<file path="src/rtl/connections.sv">
// Shared datapath/controller types for the 2-way L1 cache.
// Per-way bit vectors use bit 0 for way 0 and bit 1 for way 1.
package connections;

    typedef enum logic {
        cacheline   = 1'b0,
        bus_adaptor = 1'b1
    } datain_sel_t;

    typedef enum logic [1:0] {
        no_write  = 2'b00,
        cpu_write = 2'b01,
        write_all = 2'b10
    } write_en_sel_t;

    typedef enum logic {
        cpu        = 1'b0,
        write_dirt = 1'b1
    } pmem_sel_t;

    typedef struct packed {
        logic [1:0]    tag_ld;
        logic [1:0]    valid_ld;
        logic [1:0]    dirty_ld;
        logic          lru_ld;
        logic [1:0]    valid_in;
        logic [1:0]    dirty_in;
        logic          lru_in;
        datain_sel_t   write_sel1;
        datain_sel_t   write_sel2;
        write_en_sel_t write_en_sel1;
        write_en_sel_t write_en_sel2;
        pmem_sel_t     pmem_address;
        logic          output_sel;
    } ctrl_out;

    typedef struct packed {
        logic       cache_hit;
        logic       way_hit;
        logic       lru_out;
        logic [1:0] valid_out;
        logic [1:0] dirty_out;
    } dpath_out;

endpackage

</file>
<file path="src/rtl/cache_control.sv">
// Hit / write-back / fill sequencer for the 2-way L1 cache.
// Outputs are combinational from the state register and the current inputs.
module cache_control
    import connections::*;
(
    input  logic     clk,
    input  logic     rst,
    input  logic     mem_read,
    input  logic     mem_write,
    output logic     mem_resp,
    output logic     pmem_read,
    output logic     pmem_write,
    input  logic     pmem_resp,
    input  dpath_out dpath,
    output ctrl_out  ctrl
);

    typedef enum logic [1:0] {
        IDLE,
        WRITEBACK,
        FILL
    } state_t;

    state_t state_q, state_d;
    logic   victim_q, victim_d;
    logic   req;
    logic   miss_victim;

    function automatic logic [1:0] way_mask(input logic way);
        return way ? 2'b10 : 2'b01;
    endfunction

    // Empty ways are filled before anything is evicted.
    function automatic logic pick_victim(input dpath_out d);
        if (!d.valid_out[0]) return 1'b0;
        if (!d.valid_out[1]) return 1'b1;
        return d.lru_out;
    endfunction

    always_ff @(posedge clk or posedge rst) begin
        if (rst) begin
            state_q  <= IDLE;
            victim_q <= 1'b0;
        end else begin
            state_q  <= state_d;
            victim_q <= victim_d;
        end
    end

    always_comb begin
        state_d     = state_q;
        victim_d    = victim_q;
        mem_resp    = 1'b0;
        pmem_read   = 1'b0;
        pmem_write  = 1'b0;
        req         = mem_read | mem_write;
        miss_victim = pick_victim(dpath);

        ctrl               = '0;
        ctrl.write_sel1    = cacheline;
        ctrl.write_sel2    = cacheline;
        ctrl.write_en_sel1 = no_write;
        ctrl.write_en_sel2 = no_write;
        ctrl.pmem_address  = cpu;
        ctrl.output_sel    = dpath.way_hit;

        unique case (state_q)
            IDLE: begin
                if (req && dpath.cache_hit) begin
                    mem_resp     = 1'b1;
                    ctrl.lru_ld  = 1'b1;
                    ctrl.lru_in  = ~dpath.way_hit;
                    // A simultaneous read+write is serviced as a write.
                    if (mem_write) begin
                        ctrl.dirty_ld = way_mask(dpath.way_hit);
                        ctrl.dirty_in = way_mask(dpath.way_hit);
                        if (dpath.way_hit) begin
                            ctrl.write_en_sel2 = cpu_write;
                            ctrl.write_sel2    = bus_adaptor;
                        end else begin
                            ctrl.write_en_sel1 = cpu_write;
                            ctrl.write_sel1    = bus_adaptor;
                        end
                    end
                end else if (req) begin
                    victim_d = miss_victim;
                    if (dpath.valid_out[miss_victim] && dpath.dirty_out[miss_victim])
                        state_d = WRITEBACK;
                    else
                        state_d = FILL;
                end
            end

            WRITEBACK: begin
                pmem_write        = 1'b1;
                ctrl.pmem_address = write_dirt;
                ctrl.output_sel   = victim_q;
                if (pmem_resp) state_d = FILL;
            end

            FILL: begin
                pmem_read = 1'b1;
                if (pmem_resp) begin
                    ctrl.tag_ld   = way_mask(victim_q);
                    ctrl.valid_ld = way_mask(victim_q);
                    ctrl.valid_in = way_mask(victim_q);
                    ctrl.dirty_ld = way_mask(victim_q);
                    if (victim_q) ctrl.write_en_sel2 = write_all;
                    else          ctrl.write_en_sel1 = write_all;
                    state_d = IDLE;
                end
            end

            default: state_d = IDLE;
        endcase
    end

endmodule

</file>
<file path="config.mk">
export PLATFORM = sky130hd
export DESIGN_NAME = cache_control
export DESIGN_NICKNAME = d
export VERILOG_FILES = /design/src/rtl/connections.sv /design/src/rtl/cache_control.sv
export SDC_FILE = /design/constraint.sdc
export NUM_CORES = 1
export LEC_CHECK = 0
export BUFFER_PORTS_ARGS = -buffer_cell sky130_fd_sc_hd__clkbuf_2
export CORE_AREA = 2 2 39 41
export CTS_CLUSTER_SIZE = 30
export DETAILED_ROUTE_END_ITERATION = 10
export DIE_AREA = 0 0 41 43
export HOLD_SLACK_MARGIN = 0.1
export PLACE_DENSITY_LB_ADDON = 0.2
export SLEW_MARGIN = 20
export SYNTH_ARGS = -nofsm -noshare
export SYNTH_HDL_FRONTEND = slang
export SYNTH_SLANG_ARGS = --single-unit
</file>
<file path="constraint.sdc">
create_clock -name clk -period 1.5 [get_ports clk]
set_clock_uncertainty 0.2 [all_clocks]
set_input_delay 0.15 -clock clk [delete_from_list [all_inputs] [get_ports clk]]
set_output_delay 0.15 -clock clk [all_outputs]
set_load 0.005 [all_outputs]
</file>
==> flow_metrics.env, run 1 <==
export IMPL_worst_pin_slew_ns=0.310
export IMPL_fin_util=0.508
export IMPL_diodes=0
export IMPL_clk_pin_slew_ns=0.03
export IMPL_crit_path_end_kind="output port"
export IMPL_syn2layout_area_growth_pct=87.3
export IMPL_period_share=1.07
export IMPL_dieHeight_microns=43
export IMPL_synth_yosys_seq_area_share=0.200
export IMPL_cts_tree="built"
export IMPL_synth_top_family_by_area="simple AND/OR/NAND/NOR gates"
export IMPL_slew_violations=0
export IMPL_required_ns=1.15
export IMPL_cts_path_max_buffers=2
export IMPL_synth_warnings=0
export IMPL_fp_coreArea_sq_mm=0.00138
export IMPL_clk_latency_ns=0.22
export IMPL_drive_above_1_share=0.694
export IMPL_cp_top_family="flip-flops"
export IMPL_cts_max_level=1
export IMPL_grt_usage=0.121
export IMPL_fin_ws_ns=-0.108
export IMPL_num_rows=14
export IMPL_gp_congestion=0.730
export IMPL_firstDrtPassIters=4
export IMPL_synth_compound_area_share=0.170
export IMPL_ios=35
export IMPL_cts_root_buf="clkbuf_4"
export IMPL_grt_max_degree=8
export IMPL_setup_tns_ns=-0.583
export IMPL_ys_types=29
export IMPL_relSlewSlack=0.793
export IMPL_synthCells=43
export IMPL_synth_xor_area_frac=0
export IMPL_yosys_area_share_adder=0
export IMPL_rsz0062_at_grt="true"
export IMPL_nets=98
export IMPL_synth_area_sq_um=375
export IMPL_cp_slowest_cell="dfrtp_2"
export IMPL_fin_crit_ns=1.61
export IMPL_finalHoldViolCount=0
export IMPL_cts_sink_count=3
export IMPL_violations="setup timing"
export IMPL_synthFlopType="dfrtp_1"
export IMPL_max_freq_ghz=0.622
export IMPL_synth_area_per_cell_sq_um=8.73
export IMPL_postRouteAntennaNets=0
export IMPL_post_dp_hpwl_microns=790
export IMPL_synthTopCellsByCount="buf_4 (8), dfrtp_1 (3), inv_1 (3)"
export IMPL_slowest_delay_ns=0.44
export IMPL_first_iter_violations=6
export IMPL_vias=458
export IMPL_path_max_fanout=5
export IMPL_powerDensity_mw_per_mm2=972
export IMPL_min_path_type="input pin to asynchronous set/reset pin"
export IMPL_numCtsBuffers=3
export IMPL_initial_utilization=0.271
export IMPL_start_kind="flop"
export IMPL_p_leak_nw=0.381
export IMPL_synth_seq_cells=3
export IMPL_wire_per_inst_microns=10.2
export IMPL_grt_first_pass_wirelength_microns=1540
export IMPL_die_x_microns=41
export IMPL_die_area_sq_mm=0.00176
export IMPL_total_power_uw=684
export IMPL_setup_viol=11
export IMPL_synth_top_cells_by_area="dfrtp_1 (20%), buf_4 (16%), o21bai_1 (4.0%)"
export IMPL_design_area_sq_um=703
export IMPL_holdWs_ns=0.124
export IMPL_critPathKind="flop to output port"
export IMPL_arrival_ns=1.26
export IMPL_drv_cap=0
export IMPL_yosys_area_top_type_share=0.200
export IMPL_syn_nets=55
export IMPL_grt_overflow=0
export IMPL_antenna_found_initial=0
export IMPL_status="finished, violations left"
export IMPL_cp_cell_sequence="nor2_4 -> o211a_1 -> nor2b_1 -> buf_2"
export IMPL_async_flop_share=1.00
export IMPL_critical_path_buf_inv_count=1
export IMPL_grt_pass1_vias=379
export IMPL_placed_area_sq_um=509
export IMPL_synth_edff_count=0
export IMPL_vdd_ir_drop_worst_mv=0.519
export IMPL_viasPerCell=4.53
export IMPL_synthSimpleGateAreaFrac=0.340
export IMPL_io_buffers=34
export IMPL_yosys_area_top_type="dfrtp_1"
export IMPL_yosysMostFrequentCell="buf_4"
export IMPL_synth_mux_area_frac=0.0600
export IMPL_drc=0
export IMPL_wirelength_microns=1030
## worst min-delay path, cell delays in order
cell           delay, ns
dlygate4sd3_1       0.53
clkbuf_2            0.10
inv_1               0.10
## final cells by class
type	count	area [sq um]
Clock buffer	4	26.3
Fill cell	136	681
Inverter	4	17.5
Multi-Input combinational cell	27	262
Sequential cell	3	77.6
Tap cell	16	20.0
Timing Repair Buffer	47	300
## report_power, final
| group | total [mW] | internal (mW) | switching [mW] |
|---|---|---|---|
| registers | 0.160 | 0.105 | 0.0547 |
| clock network | 0.134 | 0.0992 | 0.0348 |
| logic | 0.390 | 0.235 | 0.155 |
| total | 0.684 | 0.439 | 0.244 |
## logic make-up after synthesis
family                 Yosys count
and+or+nand+nor                 17
buffers and inverters           13
AOI/OAI and AO/OA                8
DFF                              3
muxes                            2
## final timing paths
kind	startpoint	slack, ns	endpoint	cells after the start
worst min register to register	state_q[1]	0.47	victim_q	2
min in group clk	mem_read	0.18	state_q[0]	3
max in group asynchronous	rst	0.83	state_q[0]	3
worst min-delay path	rst	0.12	victim_q	3
worst max-delay path	state_q[1]	-0.11	ctrl[8]	4
worst max register to register	state_q[1]	0.07	state_q[0]	5
## flip-flops by register name, summed over array words and instances (netlist names)
register / cells
victim_q: 1
state_q: 2
## placed cells by master (no fill, tap or decap)
cell type      netlist  routed
o211a_1              1       1
nand2_1              1       1
nor2_4               1       1
buf_2                0      13
o41ai_1              1       1
o22ai_1              1       1
and4_4               1       1
nand2_4              0       1
nor3_4               0       2
or2_1                1       1
and4_1               1       1
clkbuf_4             0       3
nand4_1              1       1
nand3_2              0       1
nor2_2               0       1
o2111a_1             1       1
mux2_1               1       1
clkbuf_1             0       1
nor2b_1              2       2
nand2b_4             1       1
nor3b_4              0       2
o31ai_1              1       1
o21ai_0              1       1
clkbuf_2             0      19
buf_6                1       4
dfrtp_2              0       2
o21bai_1             2       2
nor2_1               2       1
dlygate4sd3_1        0       5
inv_1                3       3
dfrtp_1              3       1
inv_4                0       1
buf_4                8       6
mux2_2               1       1
## per-layer routing
metal,track usage,vias up,part of all wire
met5,0,-,0
met2,0.225,21,0.54
li1,-,229,-
met4,0.0200,0,0
met3,0.0157,0,0.070
met1,0.136,208,0.39
## through the flow
step	std cells	setup WS, ns
finish	101	-0.108
global route	101	-0.186
CTS	98	-0.123
detailed placement	86	0.0199
global placement	86	0.0309
floorplan	43	0.0842
## timing repair
item,CTS,global route
resized for setup,7,23
hold buffers,5,0
setup buffers,3,3
hold endpoints to repair,6,0
pin swaps,4,5
setup endpoints to repair,19,22
Note: power is estimated with default switching activity, not from simulation.
==> inputs of run 2 (changes only) <==
--- a/config.mk
+++ b/config.mk
@@ -5,6 +5,7 @@
 export SDC_FILE = /design/constraint.sdc
 export NUM_CORES = 1
 export LEC_CHECK = 0
+export ABC_CLOCK_PERIOD_IN_PS = 1500
 export BUFFER_PORTS_ARGS = -buffer_cell sky130_fd_sc_hd__clkbuf_2
 export CORE_AREA = 2 2 39 41
 export CTS_CLUSTER_SIZE = 30
@@ -12,6 +13,7 @@
 export DIE_AREA = 0 0 41 43
 export HOLD_SLACK_MARGIN = 0.1
 export PLACE_DENSITY_LB_ADDON = 0.2
+export SKIP_LAST_GASP = 1
 export SLEW_MARGIN = 20
 export SYNTH_ARGS = -nofsm -noshare
 export SYNTH_HDL_FRONTEND = slang
==> flow_metrics.env, run 2 (same netlist as run 1, synthesis figures left out) <==
export IMPL_clk_latency_ns=0.22
export IMPL_relSlewSlack=0.814
export IMPL_slew_violations=0
export IMPL_grt_max_degree=8
export IMPL_fin_crit_ns=1.62
export IMPL_route_met3_wl_microns=68
export IMPL_num_rows=14
export IMPL_vias=449
export IMPL_initial_utilization=0.271
export IMPL_drive_above_1_share=0.690
export IMPL_dr_wl_met2_microns=538
export IMPL_design_area_sq_um=666
export IMPL_final_cell_mix="clkbuf_2 (29), dlygate4sd3_1 (5), buf_4 (5), buf_2 (4)"
export IMPL_worst_pin_slew_ns=0.276
export IMPL_rsz0062_at_grt="true"
export IMPL_grt_pass1_vias=367
export IMPL_viasPerCell=4.49
export IMPL_cts_root_buf="clkbuf_4"
export IMPL_max_freq_ghz=0.617
export IMPL_regToRegSetupSlack_ns=0.08
export IMPL_path_max_fanout=5
export IMPL_die_x_microns=41
export IMPL_fp_coreArea_sq_mm=0.00138
export IMPL_vdd_ir_drop_worst_mv=0.510
export IMPL_grt_usage=0.118
export IMPL_setup_tns_ns=-0.643
export IMPL_firstDrtPassIters=4
export IMPL_wire_per_inst_microns=9.99
export IMPL_grt_first_pass_wirelength_microns=1500
export IMPL_nets=97
export IMPL_gp_congestion=0.730
export IMPL_reg_largest_list="state_q: 2 flops, victim_q: 1 flops"
export IMPL_finalHoldViolCount=0
export IMPL_critPathKind="flop to output port"
export IMPL_cts_path_max_buffers=2
export IMPL_highest_layer="met3"
export IMPL_cts_tree="built"
export IMPL_numCtsBuffers=3
export IMPL_largest_register_ffs=2
export IMPL_wirelength_microns=999
export IMPL_cts_sink_count=3
export IMPL_drc=0
export IMPL_postRouteAntennaNets=0
export IMPL_post_dp_hpwl_microns=790
export IMPL_min_path_type="input pin to asynchronous set/reset pin"
export IMPL_status="finished, violations left"
export IMPL_cts_max_level=1
export IMPL_grt_overflow=0
export IMPL_diodes=0
export IMPL_holdWs_ns=0.124
export IMPL_placed_area_sq_um=509
export IMPL_period_share=1.08
export IMPL_drv_cap=0
export IMPL_clk_pin_slew_ns=0.03
export IMPL_die_area_sq_mm=0.00176
export IMPL_dieHeight_microns=43
export IMPL_first_iter_violations=13
export IMPL_p_leak_nw=0.367
export IMPL_crit_path_end_kind="output port"
export IMPL_antenna_found_initial=0
export IMPL_setup_viol=15
export IMPL_fin_ws_ns=-0.122
export IMPL_powerDensity_mw_per_mm2=958
export IMPL_wl_met1_microns=392
export IMPL_arrival_ns=1.27
export IMPL_top_register="state_q"
export IMPL_ios=35
export IMPL_violations="setup timing"
export IMPL_required_ns=1.15
export IMPL_start_kind="flop"
export IMPL_io_buffers=34
export IMPL_final_common_cell="clkbuf_2"
export IMPL_syn2layout_area_growth_pct=77.3
-- run 2: changes by cell type in the layout (fill, tap and decap cells not counted), sizes merged --
cell    before  now
clkbuf      23   33
buf         23   12
-- run 2: final timing paths --
| path | from | to | cells past startpoint |
|---|---|---|---|
| worst max-delay path | state_q[0] | ctrl[14] | 4 |
| worst max register to register | state_q[0] | state_q[0] | 5 |
| worst min-delay path | rst | victim_q | 3 |
| min in group clk | pmem_resp | state_q[1] | 3 |
| max in group asynchronous | rst | state_q[0] | 3 |
| worst min register to register | state_q[1] | victim_q | 2 |
-- run 2: power by group --
group | switching (mW) | total [mW] | internal (mW)
clock network | 0.0348 | 0.134 | 0.0992
logic | 0.145 | 0.355 | 0.211
registers | 0.0429 | 0.149 | 0.106
-- run 2: stage by stage --
| step | setup slack (ns) | util | cells | total power [mW] |
|---|---|---|---|---|
| global route | -0.178 | 0.481 | 100 | 0.697 |
| floorplan | 0.0842 | - | 43 | 0.329 |
| detailed placement | 0.0199 | 0.368 | 86 | 0.422 |
| CTS | -0.123 | 0.456 | 98 | 0.624 |
| finish | -0.122 | 0.481 | 100 | 0.638 |
| global placement | 0.0309 | 0.368 | 86 | 0.420 |
-- run 2: worst max-delay path, cell delays in order, from the launching register on --
cell and delay, ns:
dfrtp_2 0.45, buf_4 0.16, nor3_2 0.18, o21bai_1 0.13, clkbuf_2 0.13
-- run 2: routing by layer --
metal | up-vias | GRT usage
li1 | 228 | -
met1 | 200 | 0.136
met2 | 21 | 0.216
met3 | 0 | 0.0157
met4 | 0 | 0.0200
met5 | - | 0
-- run 2: area by class of cell --
| cell class | instances | area (sq um) |
|---|---|---|
| Multi-Input combinational cell | 27 | 238 |
| Tap cell | 16 | 20.0 |
| Inverter | 4 | 17.5 |
| Sequential cell | 3 | 77.6 |
| Timing Repair Buffer | 46 | 287 |
| Fill cell | 146 | 718 |
| Clock buffer | 4 | 26.3 |
-- run 2: repair_timing --
item                       4_1_cts  5_1_grt
resized for setup                6       10
buffers inserted                 3        2
setup endpoints to repair       19       22
hold endpoints to repair         6        0
pin swaps                        4        3
gates cloned                     0        0
hold buffers                     5        0
==> inputs of run 3 (changes only) <==
--- a/config.mk
+++ b/config.mk
@@ -5,6 +5,7 @@
 export SDC_FILE = /design/constraint.sdc
 export NUM_CORES = 1
 export LEC_CHECK = 0
+export ABC_AREA = 1
 export ABC_CLOCK_PERIOD_IN_PS = 1500
 export BUFFER_PORTS_ARGS = -buffer_cell sky130_fd_sc_hd__clkbuf_2
 export CORE_AREA = 2 2 39 41
@@ -13,6 +14,7 @@
 export DIE_AREA = 0 0 41 43
 export HOLD_SLACK_MARGIN = 0.1
 export PLACE_DENSITY_LB_ADDON = 0.2
+export RECOVER_POWER = 50
 export SKIP_LAST_GASP = 1
 export SLEW_MARGIN = 20
 export SYNTH_ARGS = -nofsm -noshare
==> flow_metrics.env, run 3 <==
export IMPL_status="finished, violations left"
export IMPL_violations="setup timing"
export IMPL_cts_sink_count=3
export IMPL_vias=537
export IMPL_worst_r2r_path_depth=7
export IMPL_ios=35
export IMPL_vdd_ir_drop_worst_mv=0.467
export IMPL_critPathKind="flop to output port"
export IMPL_grt_first_pass_wirelength_microns=1670
export IMPL_drc=0
export IMPL_drv_cap=0
export IMPL_cts_tree="built"
export IMPL_gp_congestion=0.747
export IMPL_required_ns=1.15
export IMPL_syn_nets=77
export IMPL_slew_violations=0
export IMPL_viasPerCell=4.37
export IMPL_p_leak_nw=0.434
export IMPL_fin_crit_ns=1.65
export IMPL_min_path_type="input pin to asynchronous set/reset pin"
export IMPL_num_rows=14
export IMPL_clk_latency_ns=0.23
export IMPL_yosys_area_top_type="dfrtp_1"
export IMPL_die_area_sq_mm=0.00176
export IMPL_yosysMostFrequentCell="nand2_1"
export IMPL_dieHeight_microns=43
export IMPL_powerDensity_mw_per_mm2=1220
export IMPL_nets=120
export IMPL_ys_types=14
export IMPL_die_x_microns=41
export IMPL_rsz0062_at_grt="true"
export IMPL_synthCells=65
export IMPL_grt_max_degree=7
export IMPL_final_cell_mix="clkbuf_2 (28), nand2_1 (16), inv_1 (11), nor2_4 (6), buf_4 (6)"
export IMPL_arrival_ns=1.30
export IMPL_post_dp_hpwl_microns=811
export IMPL_setup_viol=18
export IMPL_synth_area_per_cell_sq_um=6.03
export IMPL_wire_per_inst_microns=8.83
export IMPL_synth_yosys_seq_area_share=0.192
export IMPL_wirelength_microns=1090
export IMPL_design_area_sq_um=728
export IMPL_synthTopCellsByCount="nand2_1 (16), inv_1 (11), nor2_1 (11)"
export IMPL_top_register="state_q"
export IMPL_firstDrtPassIters=2
export IMPL_numCtsBuffers=3
export IMPL_placed_area_sq_um=537
export IMPL_max_freq_ghz=0.605
export IMPL_reg_largest_list="state_q: 2 flops, victim_q: 1 flops"
export IMPL_fp_coreArea_sq_mm=0.00138
export IMPL_postRouteAntennaNets=0
export IMPL_relSlewSlack=0.821
export IMPL_async_flop_share=1.00
export IMPL_crit_path_end_kind="output port"
export IMPL_fin_util=0.526
export IMPL_timing_rr_start="state_q[0]"
export IMPL_n_fill_cell=138
export IMPL_yosys_area_top_type_share=0.192
export IMPL_syn2layout_area_growth_pct=85.9
export IMPL_largest_register_ffs=2
export IMPL_io_buffers=34
export IMPL_grt_pass1_vias=456
export IMPL_final_common_cell="clkbuf_2"
export IMPL_worst_pin_slew_ns=0.268
export IMPL_cts_path_max_buffers=2
export IMPL_cts_root_buf="clkbuf_4"
export IMPL_fin_ws_ns=-0.153
export IMPL_rr_endpoint="state_q[1]"
export IMPL_clk_pin_slew_ns=0.04
export IMPL_synth_seq_cells=3
export IMPL_regToRegSetupSlack_ns=0.05
export IMPL_finalHoldViolCount=0
export IMPL_synthFlopType="dfrtp_1"
export IMPL_initial_utilization=0.283
export IMPL_start_kind="flop"
export IMPL_synth_area_sq_um=392
export IMPL_diodes=0
export IMPL_synth_warnings=0
export IMPL_antenna_found_initial=0
export IMPL_path_max_fanout=4
export IMPL_first_iter_violations=1
export IMPL_grt_overflow=0
export IMPL_cts_max_level=1
export IMPL_synth_edff_count=0
export IMPL_synth_top_cells_by_area="dfrtp_1 (19%), buf_4 (15%), nand2_1 (15%)"
export IMPL_grt_usage=0.137
export IMPL_period_share=1.10
export IMPL_pre_cts_slack_ns=0.0444
export IMPL_setup_tns_ns=-1.44
export IMPL_drive_above_1_share=0.579
export IMPL_holdWs_ns=0.107
## run 3: cell types whose count changed after synthesis, moves of 2 or more
cell,change
nor2b_1,-2
nand2_1,+15
a21oi_1,+2
o21bai_1,-2
nand3_1,+2
inv_1,+8
o22ai_2,+2
nor2_1,+9
## run 3: metrics by stage
| step | std cells | total power [mW] |
|---|---|---|
| 3_3_place_gp | 109 | 0.562 |
| 3_5_place_dp | 109 | 0.567 |
| 6_report | 123 | 0.890 |
| 2_1_floorplan | 65 | 0.423 |
| 5_1_grt | 123 | 0.978 |
| 4_1_cts | 121 | 0.810 |
## run 3: final cells by class
class,instances,area (sq um),area share
Tap cell,16,20.0,0.0275
Sequential cell,3,77.6,0.107
Multi-Input combinational cell,41,260,0.357
Inverter,13,48.8,0.0670
Timing Repair Buffer,46,295,0.405
Clock buffer,4,26.3,0.0361
## run 3: worst max path at each step
stage	startpoint	to	slack, ns	depth (start not counted)
after global routing	state_q[0]	ctrl[7]	-0.22	6
after detailed placement	state_q[0]	ctrl[7]	0.04	6
final	state_q[0]	ctrl[7]	-0.15	6
after global placement	state_q[0]	ctrl[9]	0.09	6
after CTS	state_q[1]	ctrl[14]	-0.14	6
after floorplan	state_q[0]	ctrl[9]	0.01	6
## run 3: routing by layer
layer / vias up / global-route usage / part of all wire
met5: - / 0 / 0
met4: 0 / 0.0600 / 0
met3: 0 / 0.0314 / 0.050
met2: 18 / 0.241 / 0.57
met1: 244 / 0.143 / 0.38
li1: 275 / - / -
## run 3: logic make-up after synthesis
group,synth area share
simple gates,0.428
buf+inv,0.278
flops,0.192
compound gates,0.102
## run 3: timing repair
item / CTS / global route
gates resized for setup: 8 / 15
pin swaps: 3 / 6
buffers inserted: 3 / 3
gates cloned: 0 / 0
endpoints found under the setup margin: 20 / 20
hold buffers: 5 / 0
endpoints found under the hold margin: 6 / 0
## run 3: worst max-delay path, cell delays in order (launching register included)
cell,delay [ns]
dfrtp_2,0.44
nor2_4,0.15
nand3_4,0.10
inv_2,0.09
nand2_4,0.06
nor2_4,0.10
buf_2,0.12
## run 3: power breakdown
| group | total (mW) | internal (mW) | switching, mW |
|---|---|---|---|
| registers | 0.173 | 0.113 | 0.0599 |
| clock network | 0.141 | 0.0997 | 0.0414 |
| logic | 0.576 | 0.297 | 0.279 |
